<file path="config.mk">
export PLATFORM = sky130hd
export DESIGN_NAME = prng_stream_gen
export DESIGN_NICKNAME = d
export VERILOG_FILES = /design/src/rtl/prng_stream_gen.sv
export SDC_FILE = /design/constraint.sdc
export NUM_CORES = 1
export LEC_CHECK = 0
export CORE_MARGIN = 1.5
export CORE_UTILIZATION = 40
export DETAILED_ROUTE_END_ITERATION = 10
export SLEW_MARGIN = 20
export SYNTH_ARGS = -nofsm -noshare
export SYNTH_HDL_FRONTEND = slang
export SYNTH_SLANG_ARGS = --single-unit
</file>
<file path="constraint.sdc">
create_clock -name clk -period 9.48 [get_ports clk]
set_clock_uncertainty 0.05 [all_clocks]
set_input_delay 2.37 -clock clk [delete_from_list [all_inputs] [get_ports clk]]
set_output_delay 2.37 -clock clk [all_outputs]
set_load 0.01 [all_outputs]
</file>
<file path="src/rtl/prng_stream_gen.sv">
// Burst generator streaming NUM_CH parallel xorshift128+ lanes (or a counter pattern)
// over a valid/ready handshake, with abort, runtime reseed and completion pulse.
module prng_stream_gen #(
  parameter int unsigned NUM_CH = 2,
  parameter logic [63:0] SEED   = 64'd0,
  parameter int unsigned LEN_W  = 16
) (
  input  logic                 clk,
  input  logic                 i_rst,
  input  logic                 i_start,
  input  logic [LEN_W-1:0]     i_len,
  input  logic                 i_mode,
  input  logic                 i_abort,
  input  logic                 i_reseed,
  input  logic [63:0]          i_seed,
  output logic [NUM_CH*64-1:0] o_data,
  output logic                 o_valid,
  input  logic                 i_ready,
  output logic                 o_busy,
  output logic                 o_done,
  output logic [LEN_W-1:0]     o_words
);

  localparam logic [63:0] Seed0Base = 64'he220a8397b1dcdaf;
  localparam logic [63:0] Seed1Base = 64'h6e789e6aa1b965f4;

  typedef enum logic [1:0] {StIdle, StRun, StDone} state_e;

  state_e           state_q, state_d;
  logic [LEN_W-1:0] len_q, len_d;
  logic [LEN_W-1:0] words_q, words_d;
  logic             mode_q, mode_d;

  logic handshake;
  logic last_word;
  logic reseed_now;

  assign o_valid    = (state_q == StRun);
  assign o_busy     = (state_q != StIdle);
  assign o_done     = (state_q == StDone);
  assign o_words    = words_q;
  assign handshake  = o_valid && i_ready;
  assign last_word  = ((words_q + LEN_W'(1)) == len_q);
  assign reseed_now = (state_q == StIdle) && i_reseed;

  for (genvar g = 0; g < NUM_CH; g++) begin : g_lane
    logic [63:0] s0_q, s1_q;
    logic [63:0] t1, n1, rnd, cnt;

    assign t1  = s0_q ^ (s0_q << 23);
    assign n1  = t1 ^ s1_q ^ (t1 >> 17) ^ (s1_q >> 26);
    assign rnd = n1 + s1_q;
    assign cnt = 64'(words_q) * 64'(NUM_CH) + 64'(g);

    assign o_data[64*g +: 64] = mode_q ? cnt : rnd;

    // Lanes advance on every handshake, even in counter mode, so the random
    // sequence position always tracks the number of words consumed.
    always_ff @(posedge clk) begin
      if (i_rst) begin
        s0_q <= Seed0Base + SEED + 64'(g);
        s1_q <= Seed1Base + SEED + 64'(g);
      end else if (reseed_now) begin
        s0_q <= Seed0Base + i_seed + 64'(g);
        s1_q <= Seed1Base + i_seed + 64'(g);
      end else if (handshake) begin
        s0_q <= s1_q;
        s1_q <= n1;
      end
    end
  end

  always_comb begin
    state_d = state_q;
    len_d   = len_q;
    mode_d  = mode_q;
    words_d = words_q;
    unique case (state_q)
      StIdle: begin
        if (i_start) begin
          words_d = '0;
          len_d   = i_len;
          mode_d  = i_mode;
          state_d = (i_len != '0) ? StRun : StDone;
        end
      end
      StRun: begin
        if (handshake) words_d = words_q + LEN_W'(1);
        // Abort wins over a completing handshake: the word counts, no o_done.
        if (i_abort) begin
          state_d = StIdle;
        end else if (handshake && last_word) begin
          state_d = StDone;
        end
      end
      StDone:  state_d = StIdle;
      default: state_d = StIdle;
    endcase
  end

  always_ff @(posedge clk) begin
    if (i_rst) begin
      state_q <= StIdle;
      len_q   <= '0;
      words_q <= '0;
      mode_q  <= 1'b0;
    end else begin
      state_q <= state_d;
      len_q   <= len_d;
      words_q <= words_d;
      mode_q  <= mode_d;
    end
  end

endmodule
</file>
==> impl_metrics.ini <==
[status]
status = finished, final reports clean

[timing]
rsz0062_at_grt = false
setup_violations = 0
slew_headroom_pct = 28.5
period_minus_slack_ns = 8.33
hold_slack_ns = 0.418
timing.final.max_slew_violations = 0
worst_pin_slew_ns = 1.07
final_hold_viol_count = 0
tns_ns = 0
period_share_pct = 87.9
max_clock_freq_mhz = 120

[power]
peakVddDrop_v = 0.000204
p_per_area_nw_per_um2 = 276
leakage_nw = 12.4

[detailed_routing]
first_iter_violations = 3930
vias = 30700
drt-pass1-iter-count = 6
drc = 0
ant_nets = 0
via_per_inst = 6.05
avgRoutedWirePerCell_um = 24.8
finalWirelength_um = 126000

[global_routing]
grt_pass1_wl_um = 185000
overflow = 0
grtUsageTotal_pct = 32.4
grt_pass1_vias = 27800
antenna_found_initial = 4
grt_max_degree = 110

[clock_network]
post_cts_resized = 0
htreeDepth = 2
post_cts_buffers = 0
numCtsBuffers = 36
cts_buffer_depth = 3
cts_tree = built
insertion_delay_ns = 0.57
ctsHoldBuffers = 0
cts_sinks = 291
root_buffer = clkbuf_16
clkTransAtPathRegs_ns = 0.06

[yosys]
synth_flop_cell = dfxtp_1
yosysWarnings = 0
synthCells = 4033
ys_ff_latch = 291
ys_seq_area_share_pct = 19.7
synth_nets = 4254
synth_enable_flop_cells = 0
syn_area_um2 = 29500
postSynthAreaPerCell_um2 = 7.32
synth_cell_types = 101
async_reset_ff_share_pct = 0

[floorplanning]
die_x_um = 275
die_height_um = 275
die-area_um2 = 75400
num_rows = 99
io_pins = 234
core_area_um2 = 73000
start_util_pct = 40.4

[placement]
dp_hpwl_um = 100000
dpl.cell_count = 5017
routabilityCongestion = 1.04
port_buffers = 233
place_area_um2 = 32400

[run]
max_cap_violations = 0

[finish]
diodes = 0
fin_cells = 5077
syn_to_final_growth_pct = 13.9
drive_gt1_share_pct = 4.18
utilization_pct = 46.0
fin_area_um2 = 33600
layout.nets = 4317

[worst_setup_path]
slowest_delay_ns = 0.56
worst_ep_arrival_time_ns = 5.91
cp_cell_sequence = xnor2_1 -> xnor2_1 -> xnor2_1 -> ha_1 -> nand4_1 -> nor2_1 -> o21ai_0 -> o21ai_0 -> a41oi_1 -> o31ai_1 -> buf_4 -> a21oi_1 -> nor4bb_1 -> o21bai_1 -> a2111oi_0 -> o21ai_0 -> a21oi_1 -> clkdlybuf4s50_1
critPathBufInv = 2
required_ns = 7.06
cp-end-kind = output port
reg2reg_slack_ns = 5.88
slowest_stage = dfxtp_1
cp_max_fo = 6
critPathKind = flop to output port
cp-start-kind = flop
critical_path.top_delay_family = compound AO/OA/AOI/OAI gates

[hold_path]
min_path_type = flop to flop
==> placed cells by master, fill, tap and decap left out, drive strengths merged, types with 15 or more instances in the layout <==
cell	netlist	layout
inv	84	86
a31oi	23	23
xnor2	555	555
a21oi	263	263
o31ai	24	24
buf	31	36
or3	36	36
a221oi	78	78
nand4	34	34
dfxtp	291	291
a22oi	48	48
nor4	42	42
ha	132	132
nand2	514	514
nand3	91	91
a211oi	39	39
nor2b	33	33
a311oi	32	32
o21a	24	24
and3	62	62
xor2	188	188
o211ai	32	32
o221ai	15	15
o21bai	26	26
and2	23	23
o21ai	234	234
a21o	57	57
mux2i	32	32
nor2	439	439
nand2b	34	34
clkdlybuf4s50	0	232
or2	16	16
clkbuf	212	46
nor3	65	65
==> state kept, by name (all words and copies together) (netlist names) <==
signal       count
len_q           16
o_words         16
mode_q           1
state_q          2
g_lane.s0_q    128
g_lane.s1_q    128
==> final timing paths <==
kind | start | endpoint | cells past startpoint
hold reg to reg | len_q[8]$_SDFFE_PP0P_ | len_q[8]$_SDFFE_PP0P_ | 2
setup / recovery | g_lane[1].s1_q[36]$_SDFFE_PP0P_ | o_data[127] | 18
hold / removal | len_q[8]$_SDFFE_PP0P_ | len_q[8]$_SDFFE_PP0P_ | 2
setup reg to reg | state_q[0]$_SDFFE_PP0P_ | g_lane[0].s1_q[34]$_SDFFE_PP0P_ | 7
==> cells by family (layout without fill, tap and decap cells) <==
logic type                 Yosys count  in the layout  share of synthesized area, %
and+or+nand+nor                   1459           1459                          23.3
AOI/OAI and AO/OA                 1039           1039                          23.5
xor gates and xnor gates           743            743                          22.1
buffers and inverters              327            412                          4.23
DFF                                291            291                          19.7
adders and majority gates          135            135                          5.77
muxes                               39             39                          1.35
==> cells in the mapped netlist, drive strengths merged, types with 16 or more instances <==
| cell | count | share of area (%) |
|---|---|---|
| or2 | 16 | 0.34 |
| a211oi | 39 | 1.1 |
| nand3 | 91 | 1.6 |
| o31ai | 24 | 0.61 |
| a21oi | 263 | 4.5 |
| or3 | 36 | 0.76 |
| nor4 | 42 | 1.1 |
| o21ai | 234 | 4.0 |
| a21o | 57 | 1.5 |
| o211ai | 32 | 0.83 |
| a31oi | 23 | 0.51 |
| dfxtp | 291 | 20 |
| xor2 | 188 | 5.6 |
| xnor2 | 555 | 17 |
| clkbuf | 212 | 2.7 |
| nor3 | 65 | 1.2 |
| nor2 | 439 | 5.6 |
| mux2i | 32 | 1.1 |
| and2 | 23 | 0.49 |
| nand2 | 514 | 6.6 |
| and3 | 62 | 1.3 |
| nand2b | 34 | 0.72 |
| a22oi | 48 | 1.2 |
| a311oi | 32 | 0.95 |
| inv | 84 | 1.1 |
| ha | 132 | 5.6 |
| a221oi | 78 | 2.3 |
| buf | 31 | 0.47 |
| o21a | 24 | 0.61 |
| nor2b | 33 | 0.70 |
| o21bai | 26 | 0.66 |
| nand4 | 34 | 0.79 |
==> worst min-delay path: stages, from the launching register on <==
cell     delay, ns
dfxtp_1       0.32
nand2_1       0.05
a21oi_1       0.05
==> routing by layer <==
metal	GRT usage (%)	wire length (um)	share of wire, %
met1	45.3	55400	44
met3	5.43	10900	8.6
met5	0	24	0.019
met4	15.8	6870	5.4
met2	47.9	52900	42
==> where the power goes <==
group          internal [mW]  switching, mW  leakage (nW)
logic                   2.85           3.41          9.41
registers               1.35          0.251          2.41
clock network          0.815          0.608         0.582
==> layout make-up <==
type	instances	area, um2
Clock buffer	46	1010
Clock inverter	14	180
Fill cell	7551	39400
Inverter	84	315
Multi-Input combinational cell	3415	22500
Sequential cell	291	5830
Tap cell	959	1200
Timing Repair Buffer	268	2610
==> metrics by stage <==
step                      setup slack [ns]  total power [mW]
after floorplan                       3.07              5.37
after global placement                1.83              7.84
after detailed placement              1.79              7.83
after CTS                             1.19              9.25
after global routing                 0.748              9.89
final                                 1.15              9.28
Note: power is estimated with default switching activity, not from simulation.
